<file path="src/rtl/ks_sub_pipe_64_pkg.sv">
// ============================================================================
// Module : ks_sub_pipe_64_pkg
// Brief  : Shared widths and stage-register layout for the pipelined subtractor
// Rev    : 1.0  initial release
// ============================================================================
`default_nettype none

package ks_sub_pipe_64_pkg;

  localparam int SLICE_W = 8;
  localparam int N_SLICE = 8;
  localparam int W       = SLICE_W * N_SLICE;

  // Operand vectors travel whole; each stage only consumes its own slice of
  // a_hi/b_hi and fills its own slice of diff_lo.
  typedef struct packed {
    logic         valid;
    logic         carry;
    logic [W-1:0] diff_lo;
    logic [W-1:0] a_hi;
    logic [W-1:0] b_hi;
    logic         a_msb;
    logic         b_msb;
  } stage_t;

endpackage

`default_nettype wire

</file>
<file path="src/rtl/ks_sub_pipe_64_sub_slice_8.sv">
// ============================================================================
// Module : sub_slice_8
// Brief  : Combinational one-slice subtract, {c, d} = a + ~b + c_in
// Rev    : 1.0  initial release
// ============================================================================
`default_nettype none

module sub_slice_8
  import ks_sub_pipe_64_pkg::*;
(
  input  logic [SLICE_W-1:0] i_a,
  input  logic [SLICE_W-1:0] i_b,
  input  logic               i_c,
  output logic [SLICE_W-1:0] o_d,
  output logic               o_c
);

  logic [SLICE_W:0] w_sum;

  assign w_sum = {1'b0, i_a} + {1'b0, ~i_b} + {{SLICE_W{1'b0}}, i_c};
  assign o_d   = w_sum[SLICE_W-1:0];
  assign o_c   = w_sum[SLICE_W];

endmodule

`default_nettype wire

</file>
<file path="src/rtl/ks_sub_pipe_64.sv">
// ============================================================================
// Module : ks_sub_pipe_64
// Brief  : 64-bit a - b - bin, one 8-bit slice per stage, valid/ready pipeline
// Rev    : 1.0  initial release
// ============================================================================
`default_nettype none

module ks_sub_pipe_64
  import ks_sub_pipe_64_pkg::*;
(
  input  logic         clk,
  input  logic         rst_n,
  input  logic         i_in_valid,
  output logic         o_in_ready,
  input  logic [W-1:0] i_a,
  input  logic [W-1:0] i_b,
  input  logic         i_bin,
  output logic         o_out_valid,
  input  logic         i_out_ready,
  output logic [W-1:0] o_diff,
  output logic         o_bout,
  output logic         o_ovf
);

  stage_t             r_stage [N_SLICE];
  logic [N_SLICE:0]   w_load;

  // Fall-through ready chain: an empty stage always loads, so bubbles collapse.
  assign w_load[N_SLICE] = i_out_ready;

  for (genvar k = 0; k < N_SLICE; k++) begin : g_stage
    logic         w_src_valid;
    logic         w_src_cin;
    logic [W-1:0] w_src_diff;
    logic [W-1:0] w_src_a;
    logic [W-1:0] w_src_b;
    logic         w_src_amsb;
    logic         w_src_bmsb;
    logic [SLICE_W-1:0] w_d;
    logic         w_c;
    logic [W-1:0] w_next_diff;

    assign w_load[k] = ~r_stage[k].valid | w_load[k+1];

    if (k == 0) begin : g_first
      assign w_src_valid = i_in_valid & w_load[0];
      assign w_src_cin   = ~i_bin;
      assign w_src_diff  = '0;
      assign w_src_a     = i_a;
      assign w_src_b     = i_b;
      assign w_src_amsb  = i_a[W-1];
      assign w_src_bmsb  = i_b[W-1];
    end else begin : g_rest
      assign w_src_valid = r_stage[k-1].valid;
      assign w_src_cin   = r_stage[k-1].carry;
      assign w_src_diff  = r_stage[k-1].diff_lo;
      assign w_src_a     = r_stage[k-1].a_hi;
      assign w_src_b     = r_stage[k-1].b_hi;
      assign w_src_amsb  = r_stage[k-1].a_msb;
      assign w_src_bmsb  = r_stage[k-1].b_msb;
    end

    sub_slice_8 u_slice (
      .i_a (w_src_a[k*SLICE_W +: SLICE_W]),
      .i_b (w_src_b[k*SLICE_W +: SLICE_W]),
      .i_c (w_src_cin),
      .o_d (w_d),
      .o_c (w_c)
    );

    always_comb begin
      w_next_diff                        = w_src_diff;
      w_next_diff[k*SLICE_W +: SLICE_W]  = w_d;
    end

    always_ff @(posedge clk or negedge rst_n) begin
      if (!rst_n) begin
        r_stage[k] <= '0;
      end else if (w_load[k]) begin
        r_stage[k].valid   <= w_src_valid;
        r_stage[k].carry   <= w_c;
        r_stage[k].diff_lo <= w_next_diff;
        r_stage[k].a_hi    <= w_src_a;
        r_stage[k].b_hi    <= w_src_b;
        r_stage[k].a_msb   <= w_src_amsb;
        r_stage[k].b_msb   <= w_src_bmsb;
      end
    end
  end

  assign o_in_ready  = w_load[0];
  assign o_out_valid = r_stage[N_SLICE-1].valid;
  assign o_diff      = r_stage[N_SLICE-1].diff_lo;
  // Gated by valid so the cleared carry does not read as a borrow after reset.
  assign o_bout      = r_stage[N_SLICE-1].valid & ~r_stage[N_SLICE-1].carry;
  assign o_ovf       = (r_stage[N_SLICE-1].a_msb ^ r_stage[N_SLICE-1].b_msb)
                     & (r_stage[N_SLICE-1].diff_lo[W-1] ^ r_stage[N_SLICE-1].a_msb);

endmodule

`default_nettype wire

</file>
<file path="config.mk">
export PLATFORM = sky130hd
export DESIGN_NAME = ks_sub_pipe_64
export DESIGN_NICKNAME = d
export VERILOG_FILES = /design/src/rtl/ks_sub_pipe_64_pkg.sv /design/src/rtl/ks_sub_pipe_64_sub_slice_8.sv /design/src/rtl/ks_sub_pipe_64.sv
export SDC_FILE = /design/constraint.sdc
export NUM_CORES = 2
export LEC_CHECK = 0
export CAP_MARGIN = 20
export CORE_ASPECT_RATIO = 2
export CORE_MARGIN = 4
export CORE_UTILIZATION = 64
export CTS_CLUSTER_SIZE = 20
export DETAILED_ROUTE_END_ITERATION = 6
export GPL_ROUTABILITY_DRIVEN = 0
export GPL_TIMING_DRIVEN = 0
export PLACE_DENSITY = 0.85
export SKIP_CTS_REPAIR_TIMING = 1
export SLEW_MARGIN = 20
export SYNTH_ARGS = -nofsm -noshare
export SYNTH_HDL_FRONTEND = slang
export SYNTH_SLANG_ARGS = --single-unit
</file>
<file path="constraint.sdc">
create_clock -name clk -period 4.65 [get_ports clk]
set_clock_uncertainty 0.2 [all_clocks]
set_input_delay 1.1625 -clock clk [delete_from_list [all_inputs] [get_ports clk]]
set_output_delay 1.1625 -clock clk [all_outputs]
set_load 0.02 [all_outputs]
</file>
==> flow_summary.json <==
{
  "synthToLayoutAreaGrowth_pct": 15.8,
  "setup_tns_ns": 0,
  "netlist_instances": 3495,
  "viasPerCell": 5.15,
  "die_h_um": 319,
  "clockBufferDepth": 3,
  "tightestPinTransition_ns": 0.905,
  "nNetsFinal": 3968,
  "antenna_found_initial": 0,
  "path_cells": "clkdlybuf4s50_1, nand4b_1, nor2_4, and2_1, clkbuf_1, inv_2, dlymetal6s2s_1",
  "worstPathRequired_ns": 3.29,
  "worstPathMaxFanout": 16,
  "crit_cells": 7,
  "drc": 0,
  "rsz0062_at_grt": "false",
  "peakVddDrop_v": 0.000370,
  "die_x_um": 164,
  "worst_r2r_path_depth": 8,
  "dp_cells": 4335,
  "critical_path_class": "in2out",
  "h-tree-depth": 2,
  "synth-main-ff-cell": "dfrtp_1",
  "holdCritPathClass": "reg2reg",
  "design_area_sq_um": 35900,
  "relSlewSlack": 0.393,
  "ys_top_cells_by_area": "dfrtp_1, nand2_1, ha_1",
  "clk_pin_slew_ns": 0.06,
  "total_power_uw": 21000,
  "cts_tree": "built",
  "avgSynthCellArea_sq_um": 8.88,
  "r2r_slack_ns": 1.22,
  "finalHoldViolations": 0,
  "drtIter0Drc": 1280,
  "startpoint_type": "input port",
  "final_layout_size_suffix_gt1_frac": 0.0544,
  "core-area_sq_um": 47800,
  "p_leak_uw": 0.0186,
  "syn-num-nets": 3700,
  "period_share": 0.932,
  "fillerInstances": 3465,
  "grt_max_degree": 108,
  "seqCellArea_sq_um": 18900,
  "status": "complete, no violations",
  "synth_top_area_frac": 0.608,
  "period_minus_slack_ns": 4.33,
  "crit_path_end": "o_in_ready",
  "cp_slowest_stage_delay_ns": 0.45,
  "clock_sinks": 754,
  "ant_nets": 0,
  "worstHoldStart": "g_stage[7].w_src_diff[21]$_DFFE_PN0P_",
  "start_util": 0.650,
  "slew_violations": 0,
  "insertion_delay_ns": 0.60,
  "maxCapViolCount": 0,
  "crit_buf_inv": 4,
  "powerDensity_nw_per_um2": 584,
  "port_buffers": 200,
  "place_area_sq_um": 34100,
  "async_flop_share": 1.00,
  "setup_viol_count_final": 0,
  "antenna_cells": 0,
  "num_rows": 113,
  "fmax_mhz": 231,
  "crit_family": "buffers and inverters",
  "cts_buffers": 58,
  "ys_seq_area_frac": 0.608,
  "setup.worst_path.end_class": "primary output",
  "grt_pass1_vias": 23500,
  "multiInputGateArea_sq_um": 10700,
  "vias": 22800,
  "arrival_ns": 2.97,
  "r2r-end": "g_stage[2].w_src_b[43]$_DFFE_PN0P_",
  "synthDistinctLibCells": 44,
  "r2r_start": "o_out_valid$_DFFE_PN0P_",
  "wl_per_cell_um": 15.5,
  "synth_edf_count": 0,
  "dieArea_sq_um": 52300,
  "grt_pass1_wl_um": 114000,
  "first_pass_iters": 5,
  "syn-cell-area_sq_um": 31000,
  "cts_root_buf": "clkbuf_16",
  "hpwlAfterDp_um": 51100,
  "synth_warnings": 0,
  "wirelength_um": 68700,
  "startpoint": "i_out_ready",
  "instances_no_fill": 4434,
  "grtUsageTotal": 0.270,
  "grt.overflow.total": 0,
  "io_pins": 201,
  "yosys.area.top_type": "dfrtp_1",
  "synth-seq-cells": 754,
  "crit_slowest_cell": "clkdlybuf4s50_1"
}
[flip-flops by register name, summed over array words and instances (netlist names)]
signal	count
g_stage.w_src_a	224
g_stage.w_src_cin	7
o_diff	64
g_stage.w_src_b	224
g_stage.w_src_diff	224
g_stage.w_src_valid	7
r_stage	3
o_out_valid	1
[worst min-delay path, cell delays in order (launching register included)]
cell	delay (ns)
dfrtp_1	0.34
nand2_1	0.05
nand2_1	0.04
[cell families (layout without fill, tap and decap cells)]
logic type / after synthesis / count (layout) / synth area share
and+or+nand+nor: 2088 / 2088 / 0.258
DFF: 754 / 754 / 0.608
buffers and inverters: 315 / 622 / 0.0474
AOI/OAI and AO/OA: 247 / 247 / 0.0482
adders and majority gates: 72 / 72 / 0.0329
xor gates and xnor gates: 19 / 19 / 0.00536
[Yosys cell counts (2+ instances only)]
library cell and n:
nand2_1 1957, dfrtp_1 754, clkbuf_1 99, o21ai_0 93, inv_1 87, buf_4 64
ha_1 56, nor2_1 56, buf_2 40, a21oi_1 39, o21a_1 32, buf_1 24
o31ai_1 21, o21ai_1 17, fa_1 16, nand2b_1 15, a211oi_1 14, nor3_1 14
xor2_1 13, nor2b_1 12, o31a_1 8, a21o_1 7, nor3b_1 6, xnor2_1 6
or4_1 5, a22oi_1 4, nand3_1 4, nor4_1 4, or2_2 4, a221oi_1 3
and2_1 3, a21boi_0 2, and3_1 2, o211ai_1 2, o22ai_1 2, or3_1 2
[power breakdown]
group	internal, uW	switching (uW)
sequential	8650	1180
combinational	2690	3520
clock	2700	2240
[routing by layer]
metal,track usage,part of all wire,vias to the layer above
li1,-,-,11400
met3,0.0247,0.035,179
met1,0.300,0.36,10700
met5,0,0,-
met4,0.150,0.065,0
met2,0.500,0.54,578
[per-stage QoR]
| step | setup WS [ns] | utilization | hold WS (ns) |
|---|---|---|---|
| after floorplan | 1.15 | - | 0.230 |
| after CTS | -0.582 | 0.752 | 0.270 |
| after global placement | -29.62 | 0.708 | 0.249 |
| after global routing | 0.233 | 0.752 | 0.279 |
| final | 0.318 | 0.752 | 0.265 |
| after detailed placement | -0.514 | 0.713 | 0.255 |
[area by class of cell]
| cell class | instances | area share |
|---|---|---|
| Timing Repair Buffer | 209 | 0.0622 |
| Clock buffer | 82 | 0.0463 |
| Buffer | 226 | 0.0317 |
| Tap cell | 632 | 0.0220 |
| Clock inverter | 17 | 0.00550 |
| Inverter | 88 | 0.00919 |
| Sequential cell | 754 | 0.525 |
| Multi-Input combinational cell | 2426 | 0.298 |
[cell usage in the layout, fill, tap and decap left out, types with 15 or more instances in the layout]
| master | n |
|---|---|
| nand2_1 | 1957 |
| dfrtp_1 | 754 |
| clkdlybuf4s50_1 | 198 |
| clkbuf_1 | 111 |
| o21ai_0 | 93 |
| inv_1 | 87 |
| buf_4 | 65 |
| clkbuf_16 | 59 |
| ha_1 | 56 |
| nor2_1 | 55 |
| buf_2 | 40 |
| a21oi_1 | 39 |
| o21a_1 | 32 |
| buf_1 | 24 |
| o31ai_1 | 21 |
| o21ai_1 | 17 |
| fa_1 | 16 |
| nand2b_1 | 15 |
[worst min path at each step]
stage                                                 end  cells past startpoint  slack [ns]
global placement       g_stage[1].w_src_a[52]$_DFFE_PN0P_                      2        0.25
CTS                  g_stage[7].w_src_diff[7]$_DFFE_PN0P_                      2        0.27
floorplan              g_stage[2].w_src_valid$_DFFE_PN0P_                      1        0.23
finish              g_stage[7].w_src_diff[21]$_DFFE_PN0P_                      2        0.26
detailed placement     g_stage[1].w_src_a[54]$_DFFE_PN0P_                      2        0.26
global route           g_stage[2].w_src_a[63]$_DFFE_PN0P_                      2        0.28
No activity file was read; power rests on OpenSTA's default activity.
